### src/rtl/signext_pkg.sv
// Shared types and helpers for the sign-extending block accumulator.
// Holds the handshake state encoding and the signed-add overflow rule.
package signext_pkg;

    typedef enum logic {
        ACCUM = 1'b0,
        OUT   = 1'b1
    } signext_accum_state_t;

    // Two same-signed operands whose sum flips sign have overflowed.
    function automatic logic add_ovf(
        input logic a_msb,
        input logic b_msb,
        input logic s_msb
    );
        return (a_msb == b_msb) && (s_msb != a_msb);
    endfunction

endpackage

### src/rtl/signext.sv
// Widens an N-bit two's-complement value to M bits by replicating the sign bit.
module signext #(
    parameter int unsigned N = 3,
    parameter int unsigned M = 5
) (
    input  logic [N-1:0] x,
    output logic [M-1:0] ext
);

    assign ext = {{(M - N){x[N-1]}}, x};

endmodule

### src/rtl/signext_accum.sv
// Sums CNT sign-extended samples per block and hands out each M-bit block sum
// with a sticky signed-overflow flag over a valid/ready handshake.
module signext_accum
    import signext_pkg::*;
#(
    parameter int unsigned N   = 3,
    parameter int unsigned M   = 5,
    parameter int unsigned CNT = 8
) (
    input  logic         i_clk,
    input  logic         i_rst,
    input  logic         i_valid,
    output logic         o_ready,
    input  logic [N-1:0] i_x,
    output logic         o_valid,
    input  logic         i_ready,
    output logic [M-1:0] o_sum,
    output logic         o_ovf
);

    localparam int unsigned    CW   = $clog2(CNT) + 1;
    localparam logic [CW-1:0] LAST = CW'(CNT - 1);

    signext_accum_state_t state, state_nxt;

    logic [M-1:0]  acc, acc_nxt;
    logic [CW-1:0] cnt, cnt_nxt;
    logic          ovf, ovf_nxt;
    logic [M-1:0]  sum_nxt;
    logic          sum_ovf_nxt;
    logic          valid_nxt;
    logic [M-1:0]  ext;
    logic [M-1:0]  nxt;
    logic          add_ov;

    signext #(.N(N), .M(M)) u_signext (
        .x   (i_x),
        .ext (ext)
    );

    // Next-state, handshake and datapath decisions.
    always_comb begin
        nxt         = acc + ext;
        add_ov      = add_ovf(acc[M-1], ext[M-1], nxt[M-1]);
        state_nxt   = state;
        acc_nxt     = acc;
        cnt_nxt     = cnt;
        ovf_nxt     = ovf;
        sum_nxt     = o_sum;
        sum_ovf_nxt = o_ovf;
        valid_nxt   = o_valid;
        o_ready     = 1'b1;

        case (state)
            ACCUM: begin
                o_ready = 1'b1;
                if (i_valid) begin
                    if (cnt == LAST) begin
                        sum_nxt     = nxt;
                        sum_ovf_nxt = ovf | add_ov;
                        valid_nxt   = 1'b1;
                        acc_nxt     = '0;
                        cnt_nxt     = '0;
                        ovf_nxt     = 1'b0;
                        state_nxt   = OUT;
                    end else begin
                        acc_nxt = nxt;
                        cnt_nxt = cnt + CW'(1);
                        ovf_nxt = ovf | add_ov;
                    end
                end
            end
            OUT: begin
                // Sum is held until taken; a sample arriving with the take opens the next block.
                o_ready = i_ready;
                if (i_ready) begin
                    valid_nxt = 1'b0;
                    state_nxt = ACCUM;
                    if (i_valid) begin
                        if (CNT == 1) begin
                            sum_nxt     = ext;
                            sum_ovf_nxt = 1'b0;
                            valid_nxt   = 1'b1;
                            state_nxt   = OUT;
                        end else begin
                            acc_nxt = ext;
                            cnt_nxt = CW'(1);
                            ovf_nxt = 1'b0;
                        end
                    end
                end
            end
            default: begin
                state_nxt = ACCUM;
            end
        endcase
    end

    // State, accumulator and registered outputs.
    always_ff @(posedge i_clk) begin
        if (i_rst) begin
            state   <= ACCUM;
            acc     <= '0;
            cnt     <= '0;
            ovf     <= 1'b0;
            o_valid <= 1'b0;
            o_sum   <= '0;
            o_ovf   <= 1'b0;
        end else begin
            state   <= state_nxt;
            acc     <= acc_nxt;
            cnt     <= cnt_nxt;
            ovf     <= ovf_nxt;
            o_valid <= valid_nxt;
            o_sum   <= sum_nxt;
            o_ovf   <= sum_ovf_nxt;
        end
    end

endmodule

### config.mk
export PLATFORM = sky130hd
export DESIGN_NAME = signext_accum
export DESIGN_NICKNAME = d
export VERILOG_FILES = /design/src/rtl/signext_pkg.sv /design/src/rtl/signext.sv /design/src/rtl/signext_accum.sv
export SDC_FILE = /design/constraint.sdc
export NUM_CORES = 1
export LEC_CHECK = 0
export BUFFER_PORTS_ARGS = -buffer_cell sky130_fd_sc_hd__buf_2
export CAP_MARGIN = 30
export CORE_MARGIN = 2
export CORE_UTILIZATION = 49
export DETAILED_ROUTE_END_ITERATION = 7
export PLACE_DENSITY_LB_ADDON = 0.15
export SETUP_SLACK_MARGIN = 0.15
export SYNTH_ARGS = -nofsm -noshare
export SYNTH_HDL_FRONTEND = slang
export SYNTH_SLANG_ARGS = --single-unit
### constraint.sdc
create_clock -name i_clk -period 1.9 [get_ports i_clk]
set_input_delay 0.38 -clock i_clk [delete_from_list [all_inputs] [get_ports i_clk]]
set_output_delay 0.38 -clock i_clk [all_outputs]
set_load 0.01 [all_outputs]
-- Word level (Yosys, flattened, before mapping)
Index checks and enable logic that the tools add are counted.
- bits in read-only memories: 0
- input bits: 7
- memory bits (writable): 0
- bits in latches: 0
- bits in registers: 18
- memories kept: 0
- eq/ne operators: 7
- $lt $le $gt $ge: 0
- $mul: 0
- multiplexer cells: 24
- shift-type cells: 0
- reduce and logical (&&, ||, !) cells: 4
- divide/modulo/power cells: 0
- add/sub/neg operators: 2
- bitwise gates (word level): 2
- operator list (kind ; number):
    $mux W5 ; 4
    $mux W4 ; 4
    $mux W1 ; 10
    $pmux W5 S2 ; 1
    $reduce_and A3 Y1 ; 3
    $ne A2 B2 Y1 const B ; 4
    $pmux W1 S2 ; 4
    $pmux W4 S2 ; 1
    $add A5 B5 Y5 ; 1
    $add A4 B1 Y4 const B ; 1
    $eq A4 B3 Y1 const B ; 1
    $eq A1 B1 Y1 ; 1
    $logic_and A1 B1 Y1 ; 1
    $ne A1 B1 Y1 ; 1
    $not A1 Y1 ; 1
    $or A1 B1 Y1 ; 1

-- Depth between registers and ports, before layout
Gate-level depths: netlist of the first run.
- depth after elaboration: 7
- gate-level depth with buffers: 7

-- Cells and area by module
Synthesis of the first run repeated with hierarchy kept, for this count alone.
- cell total of the unflattened synthesis: 107
- area, all modules: 980.9 µm²
- modules (own cells, without submodules) (module ; area each (µm²) ; seq. area each (µm²) ; cells an instance ; times used):
    signext_accum ; 943.4 ; 360.3 ; 102 ; 1
    signext ; 37.5 ; 0.0 ; 5 ; 1

-- Least setup slack after synthesis of the first run
OpenSTA, ideal clock, no wires.
- path kind: input port to flip-flop
- from: in i_x[0]
- to: reg acc[4]
- cell stages on the path: 6
- slack: -0.025 ns
- arrival: 1.838 ns
- path through: ha_1 > fa_1 > a21o_1 > a2111oi_2 > a211oi_1 > a221oi_2
- longest elaborated chain between the ends: 4
- RTL lines (what ; line ; text):
    start, declared ; signext_accum.sv:14 ; input logic [N-1:0] i_x,
    $add A5 B5 Y5 ; signext_accum.sv:43 ; nxt = acc + ext;
    $mux W5 ; signext_accum.sv:58 ; if (cnt == LAST) begin
    $mux W5 ; signext_accum.sv:57 ; if (i_valid) begin
    $pmux W5 S2 ; signext_accum.sv:54 ; case (state)
    end signal, assigned ; signext_accum.sv:111 ; acc <= acc_nxt;
    end, declared ; signext_accum.sv:26 ; logic [M-1:0] acc, acc_nxt;
No other way between the ends. The select of a mux whose other input is x is not followed.
A chain may end at the register's enable or synchronous reset.

-- Worst setup path in the final report of the first run
- from: reg acc[0]
- to: reg o_ovf
- longest elaborated chain between the ends: 4
- RTL lines (what ; line ; text):
    $add A5 B5 Y5 ; signext_accum.sv:43 ;
    $ne A1 B1 Y1 ; signext_pkg.sv:16 ; return (a_msb == b_msb) && (s_msb != a_msb);
    $logic_and A1 B1 Y1 ; signext_pkg.sv:16 ;
    $or A1 B1 Y1 ; signext_accum.sv:60 ; sum_ovf_nxt = ovf | add_ov;
    end signal, assigned ; signext_accum.sv:116 ; o_ovf <= sum_ovf_nxt;
    end, declared ; signext_accum.sv:18 ; output logic o_ovf
No other way between the ends.

==> flow_summary.yaml, run 1 <==
cts:
  post-cts-setup-buffer-count: 0
  tritoncts: "done"
  clk_pin_slew_ns: 0.10
  numCtsBuffers: 3
  clock-root-buffer: "clkbuf_4"
  clkLatencyLatePin_ns: 0.29
  clock-sinks: 18
  clock_path_buffers: 2
  htree_levels: 1
synthesis:
  yosysMostFrequentCell: "dfxtp_1"
  avgSynthCellArea_um2: 8.952
  synth_top_area_cell: "dfxtp_1"
  ys.flop_type: "dfxtp_1"
  synthTopCellsByArea: "dfxtp_1, ha_1, a211oi_1"
  synth-seq-cells: 18
  ys_types: 34
  synthTopCellsByCount: "dfxtp_1, a21oi_1, nor2_1, nand2_1, a211oi_1"
  yosys_warnings: 0
  synth_area_um2: 984.7
  synth-edff-count: 0
  synth_seq_area_share_pct: 36.59
  async_flop_share_pct: 0
  synth_nets: 123
  syn_inst: 110
  synth_top_area_share_pct: 36.59
final_layout:
  n_fill_cell: 182
  diodes: 0
  nets: 142
  regArea_um2: 361.6
  drive_above_1_share_pct: 29.69
  stdcell_area_um2: 1205
  fin_util_pct: 62.70
  area_delta_synth_final_pct: 22.36
  multi_input_area_um2: 646.9
global_routing:
  grt_pass1_wl_mm: 3.933
  grt_max_degree: 20
  antenna_found_initial: 0
  grt_overflow_total: 0
  grt_pass1_vias: 921
  grt_usage_pct: 20.97
placed_design:
  place_area_um2: 1122
  port_buffers: 14
  hpwl_mm: 1.578
  gp_congestion: 0.8380
sta:
  maxSlewViolCount: 0
  max_slew.worst_pin.slew_ns: 0.3988
  finalCritPeriodShare_pct: 92.28
  period_needed_ns: 1.753
  skew_ns: 0.004748
  fmax_ghz: 0.5703
  setup-violations-final: 0
  max_slew_margin_pct: 73.38
  rsz0062_at_grt: "true"
  hold_viol_final: 0
detailed_routing:
  wl_met1_mm: 1.016
  met2_length_mm: 1.085
  drtAntennaViolNets: 0
  first_iter_violations: 12
  wl_mm: 2.208
  top_layer: "met4"
  post_drt_wl_per_cell_um: 14.25
  via_count: 906
  dr_wl_met3_um: 94
  dr.pass1.iters: 4
  drc: 0
  viasPerCell: 5.845
power:
  ir_worst_vdd_v: 0.0004851
  power_density_nw_per_um2: 707.1
  power_uw: 852.0
  p_leak_uw: 0.0004859
floorplan:
  coreArea_um2: 1922
  initial_core_util_pct: 51.24
  die_w_um: 48.83
  dieHeight_um: 48.83
  dieArea_um2: 2384
  num_rows: 16
  num_io_pins: 15
critical_path:
  start_kind: "flip-flop"
  worst_ep_required_time_ns: 2.07
  criticalPathCategory: "reg2reg"
  crit_arrival_ns: 1.93
  worstPathMaxFanout: 2
  end_kind: "flip-flop"
worst_hold_path:
  hp-class: "in2reg"
flow_run:
  cap_viol_max_count: 0
status:
  status: "complete, no violations"
power by group:
part | switching (uW) | internal, uW
sequential | 12.4 | 393
combinational | 103 | 103
clock | 124 | 117
total | 239 | 613
critical path: stages (launching register included):
cell      delay (ns)
dfxtp_2         0.35
ha_4            0.16
fa_2            0.35
buf_4           0.15
nand3_1         0.13
a211oi_1        0.10
nor3_1          0.28
a211oi_1        0.12
logic make-up (layout without fill, tap and decap cells):
family	after synthesis	in the layout	synth area share, %
muxes	1	1	1.017
DFF	18	18	36.60
adders and majority gates	6	6	8.386
buffers and inverters	8	26	4.192
and+or+nand+nor	42	42	21.60
AOI/OAI and AO/OA	32	32	24.14
xor gates and xnor gates	3	3	4.066
path summary, 6_finish.rpt:
kind / startpoint / end / slack, ns / cells after the start
worst max-delay path: acc[0] / o_ovf / 0.15 / 7
worst min register to register: o_sum[0] / o_sum[0] / 0.46 / 2
worst min-delay path: i_ready / o_valid / 0.41 / 4
worst max register to register: acc[0] / o_ovf / 0.15 / 7
stage by stage:
| step | instances | TNS [ns] | hold WS [ns] | setup slack, ns |
|---|---|---|---|---|
| 3_5_place_dp | 151 | -0.2820 | 0.4468 | -0.08499 |
| 4_1_cts | 155 | 0 | 0.4063 | 0.1237 |
| 6_report | 155 | 0 | 0.4075 | 0.1466 |
| 5_1_grt | 155 | 0 | 0.4108 | 0.04602 |
| 3_3_place_gp | 151 | -0.1365 | 0.4427 | -0.05291 |
| 2_1_floorplan | 110 | 0 | 0.4805 | 0.1090 |
metal layers:
metal / GRT usage (%) / vias to the layer above
met3: 3.681 / 2
met4: 6.667 / 0
met2: 37.21 / 24
met1: 25.63 / 436
met5: 0 / -
li1: - / 444
cell usage in the layout, fill, tap and decap left out, types with 2 or more instances in the layout:
cell | Yosys | layout
a211oi_1 | 8 | 5
a21oi_1 | 11 | 10
nor3_1 | 5 | 5
a22oi_1 | 2 | 2
clkbuf_4 | 0 | 3
nor2_1 | 11 | 11
buf_2 | 3 | 14
ha_1 | 5 | 4
a221oi_2 | 2 | 2
o31ai_1 | 2 | 2
or3_1 | 2 | 2
buf_4 | 0 | 7
nor2b_1 | 2 | 2
a221oi_1 | 2 | 2
nand2b_1 | 3 | 3
dfxtp_1 | 18 | 17
a211oi_2 | 0 | 3
nand2_1 | 9 | 9
nand3b_1 | 2 | 2
nor3b_1 | 2 | 2
repair_timing:
action | in CTS | in global routing
hold buffers | 0 | 0
resized for setup | 2 | 7
pin swaps | 4 | 2
setup endpoints to repair | 4 | 8
sequential cells by signal, indices dropped and copies added, names as in the netlist:
name / cells
o_sum: 5
cnt: 4
o_ovf: 1
state: 1
o_valid: 1
ovf: 1
acc: 5
area by class of cell:
| type | instances | share of cell area [%] |
|---|---|---|
| Timing Repair Buffer | 21 | 10.18 |
| Sequential cell | 18 | 30.01 |
| Multi-Input combinational cell | 84 | 53.69 |
| Inverter | 1 | 0.3115 |
| Clock buffer | 4 | 3.011 |
| Tap cell | 27 | 2.804 |
(Power assumes the default switching activity.)
==> inputs of run 2 (changes only) <==
CORE_ASPECT_RATIO = 0.75   (was unset)
GPL_ROUTABILITY_DRIVEN = 0   (was unset)
==> flow_summary.yaml, run 2 (synthesized netlist as in run 1, its figures left out) <==
status:
  status: "finished, violations left"
  violations: "setup timing"
final_layout:
  nets: 144
  area_delta_synth_final_pct: 27.95
  final_common_cell: "dfxtp_1"
  layout_common_cells: "dfxtp_1, buf_2, nor2_1"
  fin_util_pct: 64.80
  fin_cells: 154
  reg_top3: "acc x5, o_sum x5, cnt x4"
  drive_above_1_share_pct: 34.62
  diodes: 0
  n_fill_cell: 159
global_routing:
  grt_max_degree: 20
  antenna_found_initial: 0
  grt_overflow_total: 0
  grt_pass1_vias: 841
  grt_pass1_wl_mm: 3.946
  grt_usage_pct: 22.05
critical_path:
  r2r_cells: 6
  worstReg2RegEnd: "acc[4]"
  worstPathMaxFanout: 2
  r2r-start: "acc[0]"
  start_kind: "flip-flop"
  end_kind: "flip-flop"
  crit_path_end: "acc[4]"
  r2r_slack_ns: -0.005
  worstSetupStartpoint: "acc[0]"
  criticalPathCategory: "reg2reg"
  crit_arrival_ns: 2.12
  worst_ep_required_time_ns: 2.11
cts:
  clock-sinks: 18
  clk_pin_slew_ns: 0.11
  clock-root-buffer: "clkbuf_4"
  tritoncts: "done"
  numCtsBuffers: 3
  htree_levels: 1
  clock_path_buffers: 2
  cts_hold_buffers: 0
  clkLatencyLatePin_ns: 0.30
power:
  p_leak_uw: 0.0005111
  ir_worst_vdd_v: 0.0006147
  power_frac_seq_pct: 45.8
  combPwrFrac_pct: 26.2
  p_switching_uw: 253.8
  power_frac_clock_pct: 28.0
  swShare_pct: 28.69
  intPower_uw: 630.8
  power_density_nw_per_um2: 702.1
floorplan:
  initial_core_util_pct: 50.64
  num_io_pins: 15
  num_rows: 14
  coreArea_um2: 1944
  dieHeight_um: 42.82
  dieArea_um2: 2388
  die_w_um: 55.77
sta:
  skew_ns: 0.001636
  setup-violations-final: 1
  setup_ws_ns: -0.005223
  period_needed_ns: 1.905
  maxSlewViolCount: 0
  max_slew.worst_pin.slew_ns: 0.3766
  fmax_ghz: 0.5249
  finalCritPeriodShare_pct: 100.3
  whs_ns: 0.3897
  hold_viol_final: 0
  max_slew_margin_pct: 74.89
  rsz0062_at_grt: "true"
flow_run:
  cap_viol_max_count: 0
detailed_routing:
  post_drt_wl_per_cell_um: 14.65
  drtAntennaViolNets: 0
  dr.pass1.iters: 4
  first_iter_violations: 7
  wl_mm: 2.256
  viasPerCell: 5.831
  via_count: 898
  drc: 0
placed_design:
  dp.cells: 148
  hpwl_mm: 1.591
  port_buffers: 14
worst_hold_path:
  hp-class: "in2reg"
  whs_path_depth: 4
==> run 2: changes by cell type in the layout (fill, tap and decap cells not counted), moves of 2 or more <==
| cell | change |
|---|---|
| a211oi_1 | -2 |
| a211oi_2 | +2 |
| nor3_1 | -2 |
| nor3_2 | +2 |
==> run 2: timing repair <==
action / 4_1_cts / 5_1_grt
gates cloned: 0 / 0
buffers inserted: 0 / 2
resized for setup: 4 / 10
endpoints found under the hold margin: 0 / 0
setup endpoints to repair: 4 / 5
pin swaps: 2 / 6
==> run 2: cell type report <==
class | instances | area (um^2) | share of cell area [%]
Clock buffer | 4 | 36.28 | 2.880
Timing Repair Buffer | 23 | 150.1 | 11.92
Sequential cell | 18 | 361.6 | 28.70
Multi-Input combinational cell | 84 | 678.2 | 53.82
Tap cell | 24 | 30.03 | 2.383
Inverter | 1 | 3.754 | 0.2979
==> run 2: power groups by stage <==
stage | clock [uW] | combinational (uW) | sequential [uW]
2_1_floorplan | 0 | 131 | 411
3_3_place_gp | 0 | 172 | 413
3_5_place_dp | 0 | 178 | 413
4_1_cts | 257 | 189 | 405
5_1_grt | 274 | 251 | 408
6_report | 248 | 231 | 405
==> run 2: metal layers <==
metal | part of all wire, % | global-route usage, %
met4 | 2.7 | 10.73
met5 | 0 | 0
met3 | 4.0 | 6.402
met1 | 50 | 29.30
met2 | 44 | 32.86
==> run 2: worst min path at each step <==
stage                          end     start
after floorplan           o_sum[0]  o_sum[0]
after global placement     o_valid   o_valid
after detailed placement   o_valid   o_valid
after CTS                  o_valid   i_ready
after global routing       o_valid   i_ready
final                      o_valid   i_ready
==> run 2: critical path, stage by stage (launching register included) <==
cell and delay (ns):
dfxtp_2 0.35, ha_4 0.16, fa_2 0.40, a21o_4 0.23
a2111oi_4 0.33, a211oi_2 0.08, a221oi_2 0.26
==> run 2: through the flow <==
step | setup TNS [ns] | area [um^2] | total power, uW | setup slack (ns)
finish | -0.005223 | 1260 | 884.6 | -0.005223
global route | -0.1107 | 1260 | 932.7 | -0.05533
CTS | 0 | 1179 | 851.2 | 0.01428
detailed placement | -0.2693 | 1119 | 591.0 | -0.1698
global placement | -0.1264 | 1119 | 585.2 | -0.06528
floorplan | 0 | 1003 | 541.2 | 0.1090
==> inputs of run 3 (changes only) <==
CORE_MARGIN = 3   (was 2)
SLEW_MARGIN = 20   (was unset)
==> flow_summary.yaml, run 3 (synthesized netlist as in run 1, its figures left out) <==
worst_hold_path:
  worstHoldStart: "i_ready"
  hp-class: "in2reg"
  whs_path_depth: 4
detailed_routing:
  wl_mm: 2.348
  drtAntennaViolNets: 0
  viasPerCell: 6.073
  first_iter_violations: 35
  drc: 0
  dr.pass1.iters: 4
  via_count: 911
  post_drt_wl_per_cell_um: 15.65
sta:
  period_needed_ns: 1.833
  finalCritPeriodShare_pct: 96.45
  hold_viol_final: 0
  setup_ws_ns: 0.06738
  maxSlewViolCount: 0
  setup-violations-final: 0
  rsz0062_at_grt: "true"
  fmax_ghz: 0.5457
  skew_ns: 0.008950
  max_slew.worst_pin.slew_ns: 0.3886
  max_slew_margin_pct: 74.09
critical_path:
  worst_ep_required_time_ns: 2.12
  crit_arrival_ns: 2.05
  r2r-start: "acc[0]"
  worstPathMaxFanout: 3
  worstSetupStartpoint: "acc[0]"
  end_kind: "flip-flop"
  start_kind: "flip-flop"
  criticalPathCategory: "reg2reg"
  r2r_cells: 6
cts:
  clock-sinks: 18
  clkLatencyLatePin_ns: 0.30
  clock-root-buffer: "clkbuf_4"
  post-cts-setup-buffer-count: 0
  clk_pin_slew_ns: 0.11
  tritoncts: "done"
  numCtsBuffers: 3
  clock_path_buffers: 2
  cts_hold_buffers: 0
  htree_levels: 1
final_layout:
  fin_cells: 150
  fin_util_pct: 65.25
  area_delta_synth_final_pct: 20.71
  reg_top3: "acc x5, o_sum x5, cnt x4"
  layout_common_cells: "dfxtp_1, buf_2, nor2_1"
  drive_above_1_share_pct: 28.13
  stdcell_area_um2: 1189
  final_common_cell: "dfxtp_1"
  nets: 142
  n_fill_cell: 157
  diodes: 0
floorplan:
  num_rows: 13
  coreArea_um2: 1822
  dieHeight_um: 44.82
  dieArea_um2: 2589
  initial_core_util_pct: 54.05
  die_w_um: 57.77
  num_io_pins: 15
power:
  power_frac_seq_pct: 47.7
  p_switching_uw: 240.7
  power_density_nw_per_um2: 714.7
  intPower_uw: 608.8
  power_uw: 849.5
  swShare_pct: 28.33
  ir_worst_vdd_v: 0.0004906
  combPwrFrac_pct: 23.4
  p_leak_uw: 0.0004848
  power_frac_clock_pct: 28.9
placed_design:
  port_buffers: 14
  place_ws_ns: -0.1067
  place_area_um2: 1116
  hpwl_mm: 1.691
  dp.cells: 146
global_routing:
  antenna_found_initial: 0
  grt_usage_pct: 19.17
  grt_max_degree: 20
  grt_pass1_vias: 818
  grt_pass1_wl_mm: 3.808
  grt_overflow_total: 0
flow_run:
  cap_viol_max_count: 0
status:
  status: "complete, no violations"
==> run 3: changes by cell type in the layout (fill, tap and decap cells not counted), sizes merged <==
cell	delta
buf	-2
==> run 3: metrics by stage <==
| stage | hold slack, ns | TNS (ns) |
|---|---|---|
| after floorplan | 0.4805 | 0 |
| after global placement | 0.4391 | -0.1343 |
| after detailed placement | 0.4446 | -0.4037 |
| after CTS | 0.3706 | 0 |
| after global routing | 0.4031 | -0.009803 |
| final | 0.3782 | 0 |
==> run 3: area by class of cell <==
type / count / area, um^2 / area share (%)
Sequential cell: 18 / 361.6 / 30.42
Inverter: 1 / 3.754 / 0.3158
Tap cell: 22 / 27.53 / 2.316
Multi-Input combinational cell: 84 / 636.9 / 53.58
Timing Repair Buffer: 21 / 122.6 / 10.32
Clock buffer: 4 / 36.28 / 3.053
==> run 3: path summary, 6_finish.rpt <==
check	slack (ns)	end
worst max-delay path	0.07	acc[4]
worst min-delay path	0.38	o_valid
worst max register to register	0.07	acc[4]
worst min register to register	0.46	o_sum[1]
==> run 3: power by group through the flow <==
stage | clock network (uW) | logic, uW | registers [uW]
CTS | 250 | 183 | 405
detailed placement | 0 | 180 | 414
global route | 262 | 216 | 408
global placement | 0 | 171 | 413
finish | 245 | 198 | 406
floorplan | 0 | 131 | 411
==> run 3: timing repair <==
item	CTS	global route
setup endpoints to repair	5	5
resized for setup	2	4
pin swaps	3	3
==> run 3: per-layer routing <==
| metal | share of wire [%] | track usage, % |
|---|---|---|
| met1 | 45 | 24.04 |
| met2 | 46 | 32.66 |
| met3 | 7.5 | 5.714 |
| met4 | 1.2 | 4.630 |
| met5 | 0 | 0 |
==> run 3: critical path: stages, from the launching register on <==
cell	delay, ns
dfxtp_2	0.35
ha_4	0.16
fa_2	0.36
a21o_4	0.24
a2111oi_4	0.35
a211oi_2	0.06
a221oi_2	0.23
